==> config.mk <==
export PLATFORM = sky130hd
export DESIGN_NAME = tile_loop_sequencer_flat
export DESIGN_NICKNAME = d
export VERILOG_FILES = /design/src/rtl/tile_loop_sequencer_if.sv /design/src/rtl/tile_loop_sequencer.sv /design/src/flat_wrapper.sv
export SDC_FILE = /design/constraint.sdc
export NUM_CORES = 1
export LEC_CHECK = 0
export CAP_MARGIN = 40
export CORE_ASPECT_RATIO = 0.75
export CORE_UTILIZATION = 46
export CTS_CLUSTER_SIZE = 8
export DETAILED_ROUTE_END_ITERATION = 12
export PLACE_DENSITY = 0.77
export SYNTH_ARGS = -nofsm -noshare
export SYNTH_HDL_FRONTEND = slang
export SYNTH_SLANG_ARGS = --single-unit
==> constraint.sdc <==
create_clock -name clk_i -period 2 [get_ports clk_i]
set_clock_uncertainty 0.05 [all_clocks]
set_input_delay 0.4 -clock clk_i [delete_from_list [all_inputs] [get_ports clk_i]]
set_output_delay 0.4 -clock clk_i [all_outputs]
set_load 0.005 [all_outputs]
==> src/rtl/tile_loop_sequencer_if.sv <==
// Purpose: handshake/bus bundle between a loop-nest controller and tile_loop_sequencer.
// Latency: none; plain wires.
// Backpressure: ready_i from the consumer holds the current index tuple.
// Ports: start_i/abort_i control, bound_{k,n,m}_i inclusive last indices, ready_i accept;
//        valid_o, idx_{k,n,m}_o tuple, first_k_o/last_k_o accumulator markers, busy_o, done_o.
interface tile_loop_sequencer_if #(
  parameter int WIDTH = 8
);
  logic             start_i;
  logic             abort_i;
  logic [WIDTH-1:0] bound_k_i;
  logic [WIDTH-1:0] bound_n_i;
  logic [WIDTH-1:0] bound_m_i;
  logic             ready_i;
  logic             valid_o;
  logic [WIDTH-1:0] idx_k_o;
  logic [WIDTH-1:0] idx_n_o;
  logic [WIDTH-1:0] idx_m_o;
  logic             first_k_o;
  logic             last_k_o;
  logic             busy_o;
  logic             done_o;

  // Controller / consumer side.
  modport master (
    output start_i, abort_i, bound_k_i, bound_n_i, bound_m_i, ready_i,
    input  valid_o, idx_k_o, idx_n_o, idx_m_o, first_k_o, last_k_o, busy_o, done_o
  );

  // Sequencer side.
  modport slave (
    input  start_i, abort_i, bound_k_i, bound_n_i, bound_m_i, ready_i,
    output valid_o, idx_k_o, idx_n_o, idx_m_o, first_k_o, last_k_o, busy_o, done_o
  );
endinterface

==> src/rtl/tile_loop_sequencer.sv <==
// Purpose: walks a 3-deep (M outer, N middle, K inner) loop nest, one index tuple per beat.
// Latency: first tuple valid the cycle after start_i is accepted; done_o one cycle after the last beat.
// Backpressure: without ready_i the tuple holds; abort_i drops the run without a done_o pulse.
// Ports: clk_i, rst_ni (async, active-low), bus (slave modport of tile_loop_sequencer_if).
module tile_loop_sequencer #(
  parameter int WIDTH = 8
) (
  input  logic                  clk_i,
  input  logic                  rst_ni,
  tile_loop_sequencer_if.slave  bus
);

  typedef enum logic [1:0] {
    IDLE = 2'd0,
    RUN  = 2'd1,
    DONE = 2'd2
  } state_e;

  state_e           state_q, state_d;
  logic [WIDTH-1:0] bk_q, bk_d, bn_q, bn_d, bm_q, bm_d;
  logic [WIDTH-1:0] k_q, k_d, n_q, n_d, m_q, m_d;
  logic             beat;

  assign beat = (state_q == RUN) && bus.ready_i;

  always_ff @(posedge clk_i or negedge rst_ni) begin
    if (!rst_ni) begin
      state_q <= IDLE;
      bk_q    <= '0;
      bn_q    <= '0;
      bm_q    <= '0;
      k_q     <= '0;
      n_q     <= '0;
      m_q     <= '0;
    end else begin
      state_q <= state_d;
      bk_q    <= bk_d;
      bn_q    <= bn_d;
      bm_q    <= bm_d;
      k_q     <= k_d;
      n_q     <= n_d;
      m_q     <= m_d;
    end
  end

  always_comb begin
    state_d = state_q;
    bk_d    = bk_q;
    bn_d    = bn_q;
    bm_d    = bm_q;
    k_d     = k_q;
    n_d     = n_q;
    m_d     = m_q;
    unique case (state_q)
      IDLE: begin
        // abort_i is meaningless here, so start_i wins even if both are high.
        if (bus.start_i) begin
          state_d = RUN;
          bk_d    = bus.bound_k_i;
          bn_d    = bus.bound_n_i;
          bm_d    = bus.bound_m_i;
          k_d     = '0;
          n_d     = '0;
          m_d     = '0;
        end
      end
      RUN: begin
        if (bus.abort_i) begin
          // A coincident beat is still consumed downstream, but the walk stops here.
          state_d = IDLE;
          k_d     = '0;
          n_d     = '0;
          m_d     = '0;
        end else if (beat) begin
          // Wrap on equality with the bound so a bound of all-ones never overflows.
          if (k_q == bk_q) begin
            k_d = '0;
            if (n_q == bn_q) begin
              n_d = '0;
              if (m_q == bm_q) begin
                m_d     = '0;
                state_d = DONE;
              end else begin
                m_d = m_q + WIDTH'(1);
              end
            end else begin
              n_d = n_q + WIDTH'(1);
            end
          end else begin
            k_d = k_q + WIDTH'(1);
          end
        end
      end
      DONE:    state_d = IDLE;
      default: state_d = IDLE;
    endcase
  end

  // All outputs decode from registered state only.
  assign bus.valid_o   = (state_q == RUN);
  assign bus.busy_o    = (state_q != IDLE);
  assign bus.done_o    = (state_q == DONE);
  assign bus.idx_k_o   = k_q;
  assign bus.idx_n_o   = n_q;
  assign bus.idx_m_o   = m_q;
  assign bus.first_k_o = (state_q == RUN) && (k_q == '0);
  assign bus.last_k_o  = (state_q == RUN) && (k_q == bk_q);

endmodule

==> src/flat_wrapper.sv <==
// flat-port wrapper written by rule: the top's interface ports become plain ports
module tile_loop_sequencer_flat 
#(
  parameter int WIDTH = 8
)
  (clk_i, rst_ni, bus_start_i, bus_abort_i, bus_bound_k_i, bus_bound_n_i, bus_bound_m_i, bus_ready_i, bus_valid_o, bus_idx_k_o, bus_idx_n_o, bus_idx_m_o, bus_first_k_o, bus_last_k_o, bus_busy_o, bus_done_o);
  tile_loop_sequencer_if #(.WIDTH(WIDTH)) bus_i ();
  input  logic clk_i;
  input  logic rst_ni;
  input wire logic [$bits(bus_i.start_i)-1:0] bus_start_i;
  input wire logic [$bits(bus_i.abort_i)-1:0] bus_abort_i;
  input wire logic [$bits(bus_i.bound_k_i)-1:0] bus_bound_k_i;
  input wire logic [$bits(bus_i.bound_n_i)-1:0] bus_bound_n_i;
  input wire logic [$bits(bus_i.bound_m_i)-1:0] bus_bound_m_i;
  input wire logic [$bits(bus_i.ready_i)-1:0] bus_ready_i;
  output wire logic [$bits(bus_i.valid_o)-1:0] bus_valid_o;
  output wire logic [$bits(bus_i.idx_k_o)-1:0] bus_idx_k_o;
  output wire logic [$bits(bus_i.idx_n_o)-1:0] bus_idx_n_o;
  output wire logic [$bits(bus_i.idx_m_o)-1:0] bus_idx_m_o;
  output wire logic [$bits(bus_i.first_k_o)-1:0] bus_first_k_o;
  output wire logic [$bits(bus_i.last_k_o)-1:0] bus_last_k_o;
  output wire logic [$bits(bus_i.busy_o)-1:0] bus_busy_o;
  output wire logic [$bits(bus_i.done_o)-1:0] bus_done_o;
  assign bus_i.start_i = bus_start_i;
  assign bus_i.abort_i = bus_abort_i;
  assign bus_i.bound_k_i = bus_bound_k_i;
  assign bus_i.bound_n_i = bus_bound_n_i;
  assign bus_i.bound_m_i = bus_bound_m_i;
  assign bus_i.ready_i = bus_ready_i;
  assign bus_valid_o = bus_i.valid_o;
  assign bus_idx_k_o = bus_i.idx_k_o;
  assign bus_idx_n_o = bus_i.idx_n_o;
  assign bus_idx_m_o = bus_i.idx_m_o;
  assign bus_first_k_o = bus_i.first_k_o;
  assign bus_last_k_o = bus_i.last_k_o;
  assign bus_busy_o = bus_i.busy_o;
  assign bus_done_o = bus_i.done_o;
  tile_loop_sequencer #(.WIDTH(WIDTH)) u_core (.clk_i(clk_i), .rst_ni(rst_ni), .bus(bus_i));
endmodule
After elaboration in Yosys (flattened, before gate mapping)
Cells that the tools add are included.

word-level totals
  flip-flop bits (word level) = 50
  output and inout port bits = 29
  logic and storage cells = 55

cells by class
  add/subtract/negate cells = 3
  equality and inequality tests = 10
  multiplexer cells = 23
  reduce and logical (&&, ||, !) cells = 12

operators by type and width
  cell                                                   count
  two-way mux 8 bit                                      13
  case mux 8 bit (2 select lines)                        3
  adder 8 x 1 -> 8 bit, second input constant            3
  equality test 8 bit                                    3
  two-way mux 2 bit                                      6
  inequality test 3 x 2 -> 1 bit, second input constant  4
  AND reduction 5 bit                                    2
  logical NOT 8 bit                                      1
  case mux 2 bit (2 select lines)                        1
  AND reduction 4 bit                                    1
  nonzero test 2 bit                                     2
  logical AND 1 bit                                      3
  AND reduction 3 bit                                    1
  equality test 2 x 1 -> 1 bit, second input constant    1
  equality test 2 bit, second input constant             1
  logical NOT 2 bit                                      1
  inequality test 2 bit, second input constant           1
  AND reduction 2 bit                                    1

Depth between registers and ports, before layout
  depth after elaboration = 7
  gate-level depth with buffers = 7
  depth with buffers taken out = 6

Worst setup path after synthesis
No wires, ideal clock.

  kind = reg2reg
  from = reg u_core.k_q[5] (netlist: u_core.bus.idx_k_o[5])
  to = reg u_core.state_q[0]
  library setup time = 0.118 ns
  arrival time = 1.864 ns
  required time = 1.832 ns
  slack = -0.033 ns
  cell stages (with the launch flop) = 6
  path buffers = 0
  period minus slack after synthesis = 2.033 ns
  cell sequence = dfrtp_1 xor2_1 nor4_4 a21oi_2 or4_1 a21o_1

between the ends
  longest elaborated chain between the ends = 3

RTL lines
  what                                      RTL line                   text
  from (decl)                               tile_loop_sequencer.sv:21  logic [WIDTH-1:0] k_q, k_d, n_q, n_d, m_q, m_d;
  from (signal assigned)                    tile_loop_sequencer.sv:40  k_q <= k_d;
  equality test 8 bit                       tile_loop_sequencer.sv:76  if (k_q == bk_q) begin
  inequality test 3 x 2 -> 1 bit (no line)  -
  AND reduction 5 bit (no line)             -
  to (signal assigned)                      tile_loop_sequencer.sv:36  state_q <= state_d;
  to (decl)                                 tile_loop_sequencer.sv:19  state_e state_q, state_d;

Every way passes these cells.
A chain may end at the register's enable or synchronous reset.

Worst setup path in the final report
  from = reg u_core.bn_q[7]
  to = reg u_core.n_q[5] (netlist: u_core.bus.idx_n_o[5])

between the ends
  longest elaborated chain between the ends = 6

RTL lines
  what                             RTL line                   text
  from (decl)                      tile_loop_sequencer.sv:20  logic [WIDTH-1:0] bk_q, bk_d, bn_q, bn_d, bm_q, bm_d;
  from (signal assigned)           tile_loop_sequencer.sv:38  bn_q <= bn_d;
  equality test 8 bit              tile_loop_sequencer.sv:78  if (n_q == bn_q) begin
  two-way mux 8 bit                tile_loop_sequencer.sv:78
  two-way mux 8 bit                tile_loop_sequencer.sv:76
  two-way mux 8 bit                tile_loop_sequencer.sv:74  end else if (beat) begin
  two-way mux 8 bit                tile_loop_sequencer.sv:68  if (bus.abort_i) begin
  case mux 8 bit (2 select lines)  tile_loop_sequencer.sv:54  unique case (state_q)
  to (signal assigned)             tile_loop_sequencer.sv:41  n_q <= n_d;
  to (decl)                        tile_loop_sequencer.sv:21

Every way passes these cells. The select of a mux whose other input is x is not followed.

==> results.ini <==
[critical_path]
crit_path_cell_trace=xor2_1 > nor4_1 > buf_4 > a21oi_1 > buf_6 > buf_4 > a211oi_2 > o2bb2ai_1
critPathArrivalTime_ns=2.28
r2r-start=u_core.bn_q[7]$_DFFE_PN0P_
cp_common_cell=buf_4
crit_family=buffers and inverters
crit_type=register to register
cp_slowest_stage_delay_ns=0.40
crit_buf_inv=3
worst-endpoint-required_ns=2.13
cp_slowest_cell=dfrtp_1
r2r_end=u_core.bus.idx_n_o[5]$_DFFE_PN0P_
worstSetupEndpointType=register
reg2reg_depth=8
startpoint_type=register
r2r_slack_ns=-0.15
worst-path-max-fanout=8

[floorplan]
fp-row-count=23
start_util_pct=48.86
coreArea_um2=5439
die_h_um=67.83
ioPinCount=58
dieArea_um2=6088
die_x_um=89.77

[logic_synthesis]
synth-main-ff-cell=dfrtp_1
netlist_instances=249
synthTopCellsByArea=dfrtp_1 (47%), mux2_2 (11%), xor2_1 (7.9%), nand3_1 (2.6%), a2111oi_0 (2.0%)
netlist.area_leader.share_pct=47.08
yosysUniqueCellTypes=35
synth_edf_count=0
synthesis.nets=282
synth_top_area_cell=dfrtp_1
ys_ff_latch=50
yosysSeqAreaShare_pct=47.08
async_reset_ff_share_pct=100.0
netlist_area_um2=2658
avgSynthCellArea_um2=10.67
yosysWarnings=0

[power]
ir_drop_v=0.0006054
leakagePower_nw=1.830
powerDensity_nw_per_um2=1221

[grt]
grt_pass1_vias=2496
grt_pass1_wl_um=12450
grt_max_degree=32
grt.overflow.total=0
antenna_found_initial=0
track_usage_pct=26.59

[place]
dp_hpwl_um=4975
gp_congestion=0.8643
pre_cts_ws_ns=-0.3128
io_buffers=57

[route]
drt-pass1-iter-count=5
ant_nets=0
wl_per_cell_um=19.71
wl_um=8711
num_vias=2604
via_per_inst=5.891
drt_iter0_drc=192
drc=0

[final_layout]
final_nets=399
fillers=312
area_growth_pct=58.95
drive_gt1_share_pct=39.24
n_antenna_cell=0

[status]
violations=negative hold slack, negative setup slack
outcome=finished with violations

[clocking]
clk_latency_ns=0.31
cts.clk_slew.worst_paths_ns=0.10
cts_buffer_depth=2
cts_max_level=2
cts_tree=yes
cts_sinks=50
cts_buffers=5
ctsHoldBuffers=0
cts_root_buffer=clkbuf_8

[sta]
tns_ns=-0.4069
min_period_ns=2.153
rsz0062_at_grt=yes
slew_headroom_pct=66.89
slew_violations=0
hold_violations=16
fin_crit_sh_pct=107.6
clock.fmax_mhz=464.6
tightest_slew_ns=0.4967
setup_viol=9
hold_slack_ns=-0.01241
layout_setup_ws_ns=-0.1526

[worst_hold_path]
worstHoldPathType=input port to asynchronous set/reset pin

[flow_run]
maxCapViolCount=0

-- state kept, by name, summed over array words and instances, names as in the netlist --
name / cells
u_core.bus.idx_k_o: 8
u_core.state_q: 2
u_core.bn_q: 8
u_core.bm_q: 8
u_core.bus.idx_m_o: 8
u_core.bus.idx_n_o: 8
u_core.bk_q: 8
-- cells by family (layout without fill, tap and decap cells) --
kind of cell,after synthesis,count (layout),synth area share (%)
adders and majority gates,4,4,1.883
AOI/OAI and AO/OA,46,46,12.24
xor gates and xnor gates,26,26,8.569
and+or+nand+nor,74,74,15.63
buffers and inverters,22,140,3.248
DFF,50,50,47.08
muxes,27,27,11.35
-- how the worst max path moves through the flow --
stage	endpoint	from	slack, ns	cells after the start
after floorplan	u_core.state_q[0]$_DFFE_PN0P_	u_core.bus.idx_k_o[2]$_DFFE_PN0P_	-0.01	6
after global placement	u_core.bus.idx_k_o[7]$_DFFE_PN0P_	bus_abort_i	-0.29	7
after detailed placement	u_core.bus.idx_k_o[7]$_DFFE_PN0P_	bus_abort_i	-0.31	7
after CTS	bus_last_k_o	u_core.bus.idx_k_o[1]$_DFFE_PN0P_	-0.10	5
after global routing	u_core.bus.idx_n_o[5]$_DFFE_PN0P_	u_core.bn_q[7]$_DFFE_PN0P_	-0.19	8
final	u_core.bus.idx_n_o[5]$_DFFE_PN0P_	u_core.bn_q[7]$_DFFE_PN0P_	-0.15	8
-- synthesized netlist by cell type (all sizes together) (2+ instances only) --
cell type	n
dfrtp	50
mux2	25
xor2	24
nand3	14
inv	13
nand2	11
nor2	11
o21ai	9
nor3	8
nor4	7
o22ai	7
a2111oi	6
a22o	6
and3	6
clkbuf	6
a21oi	5
nand4	5
a211oi	4
ha	4
nor2b	4
a21o	3
buf	3
o211ai	3
mux2i	2
nand2b	2
o31ai	2
or3	2
xnor2	2
-- report_power, final --
part           total (W)  switching [W]  internal (W)
Sequential       0.00159       0.000265       0.00133
Clock           0.000723       0.000354      0.000369
Combinational    0.00284        0.00134       0.00150
-- layout by cell type, fill, tap and decap left out, drive strengths merged, types with 4 or more instances in the layout --
cell type	instances
buf	65
clkdlybuf4s50	52
dfrtp	50
mux2	25
xor2	24
nand3	14
inv	13
nand2	11
nor2	11
o21ai	9
nor3	8
o22ai	7
nor4	7
and3	6
a22o	6
a2111oi	6
nand4	5
clkbuf	5
a21oi	5
nor2b	4
a211oi	4
ha	4
-- worst register-to-register path: stages, from the launching register on --
cell and delay (ns):
dfrtp_1 0.40, xor2_1 0.17, nor4_1 0.39, buf_4 0.19
a21oi_1 0.10, buf_6 0.18, buf_4 0.16, a211oi_2 0.23
o2bb2ai_1 0.15
-- through the flow --
| stage | utilization, % | power (W) | std cells | area, um^2 |
|---|---|---|---|---|
| CTS | 73.02 | 0.004647 | 433 | 3971 |
| global route | 77.66 | 0.005396 | 442 | 4224 |
| global placement | 67.29 | 0.003524 | 418 | 3660 |
| detailed placement | 67.29 | 0.003602 | 418 | 3660 |
| floorplan | - | 0.002742 | 249 | 2675 |
| finish | 77.66 | 0.005157 | 442 | 4224 |
-- area by class of cell --
| cell class | instances | area [um^2] | area share, % |
|---|---|---|---|
| inverter | 13 | 48.80 | 1.155 |
| multi-input combinational | 177 | 1627 | 38.51 |
| tap | 75 | 93.84 | 2.222 |
| clock buffer | 5 | 68.82 | 1.629 |
| timing repair buffer | 119 | 1090 | 25.80 |
| clock inverter | 3 | 40.04 | 0.9479 |
| sequential | 50 | 1256 | 29.74 |
-- what timing repair did --
item | in CTS | in global routing
resized for setup | 45 | 31
pin swaps | 8 | 15
setup endpoints to repair | 17 | 29
buffers inserted | 6 | 9
gates cloned | 1 | 0
-- layer usage --
metal | share of wire (%) | track usage (%) | vias up
li1 | - | - | 1138
met1 | 42 | 34.34 | 1281
met2 | 48 | 44.42 | 154
met3 | 7.1 | 5.222 | 31
met4 | 3.0 | 11.89 | 0
met5 | 0 | 0 | -
No activity file was read; power rests on OpenSTA's default activity.
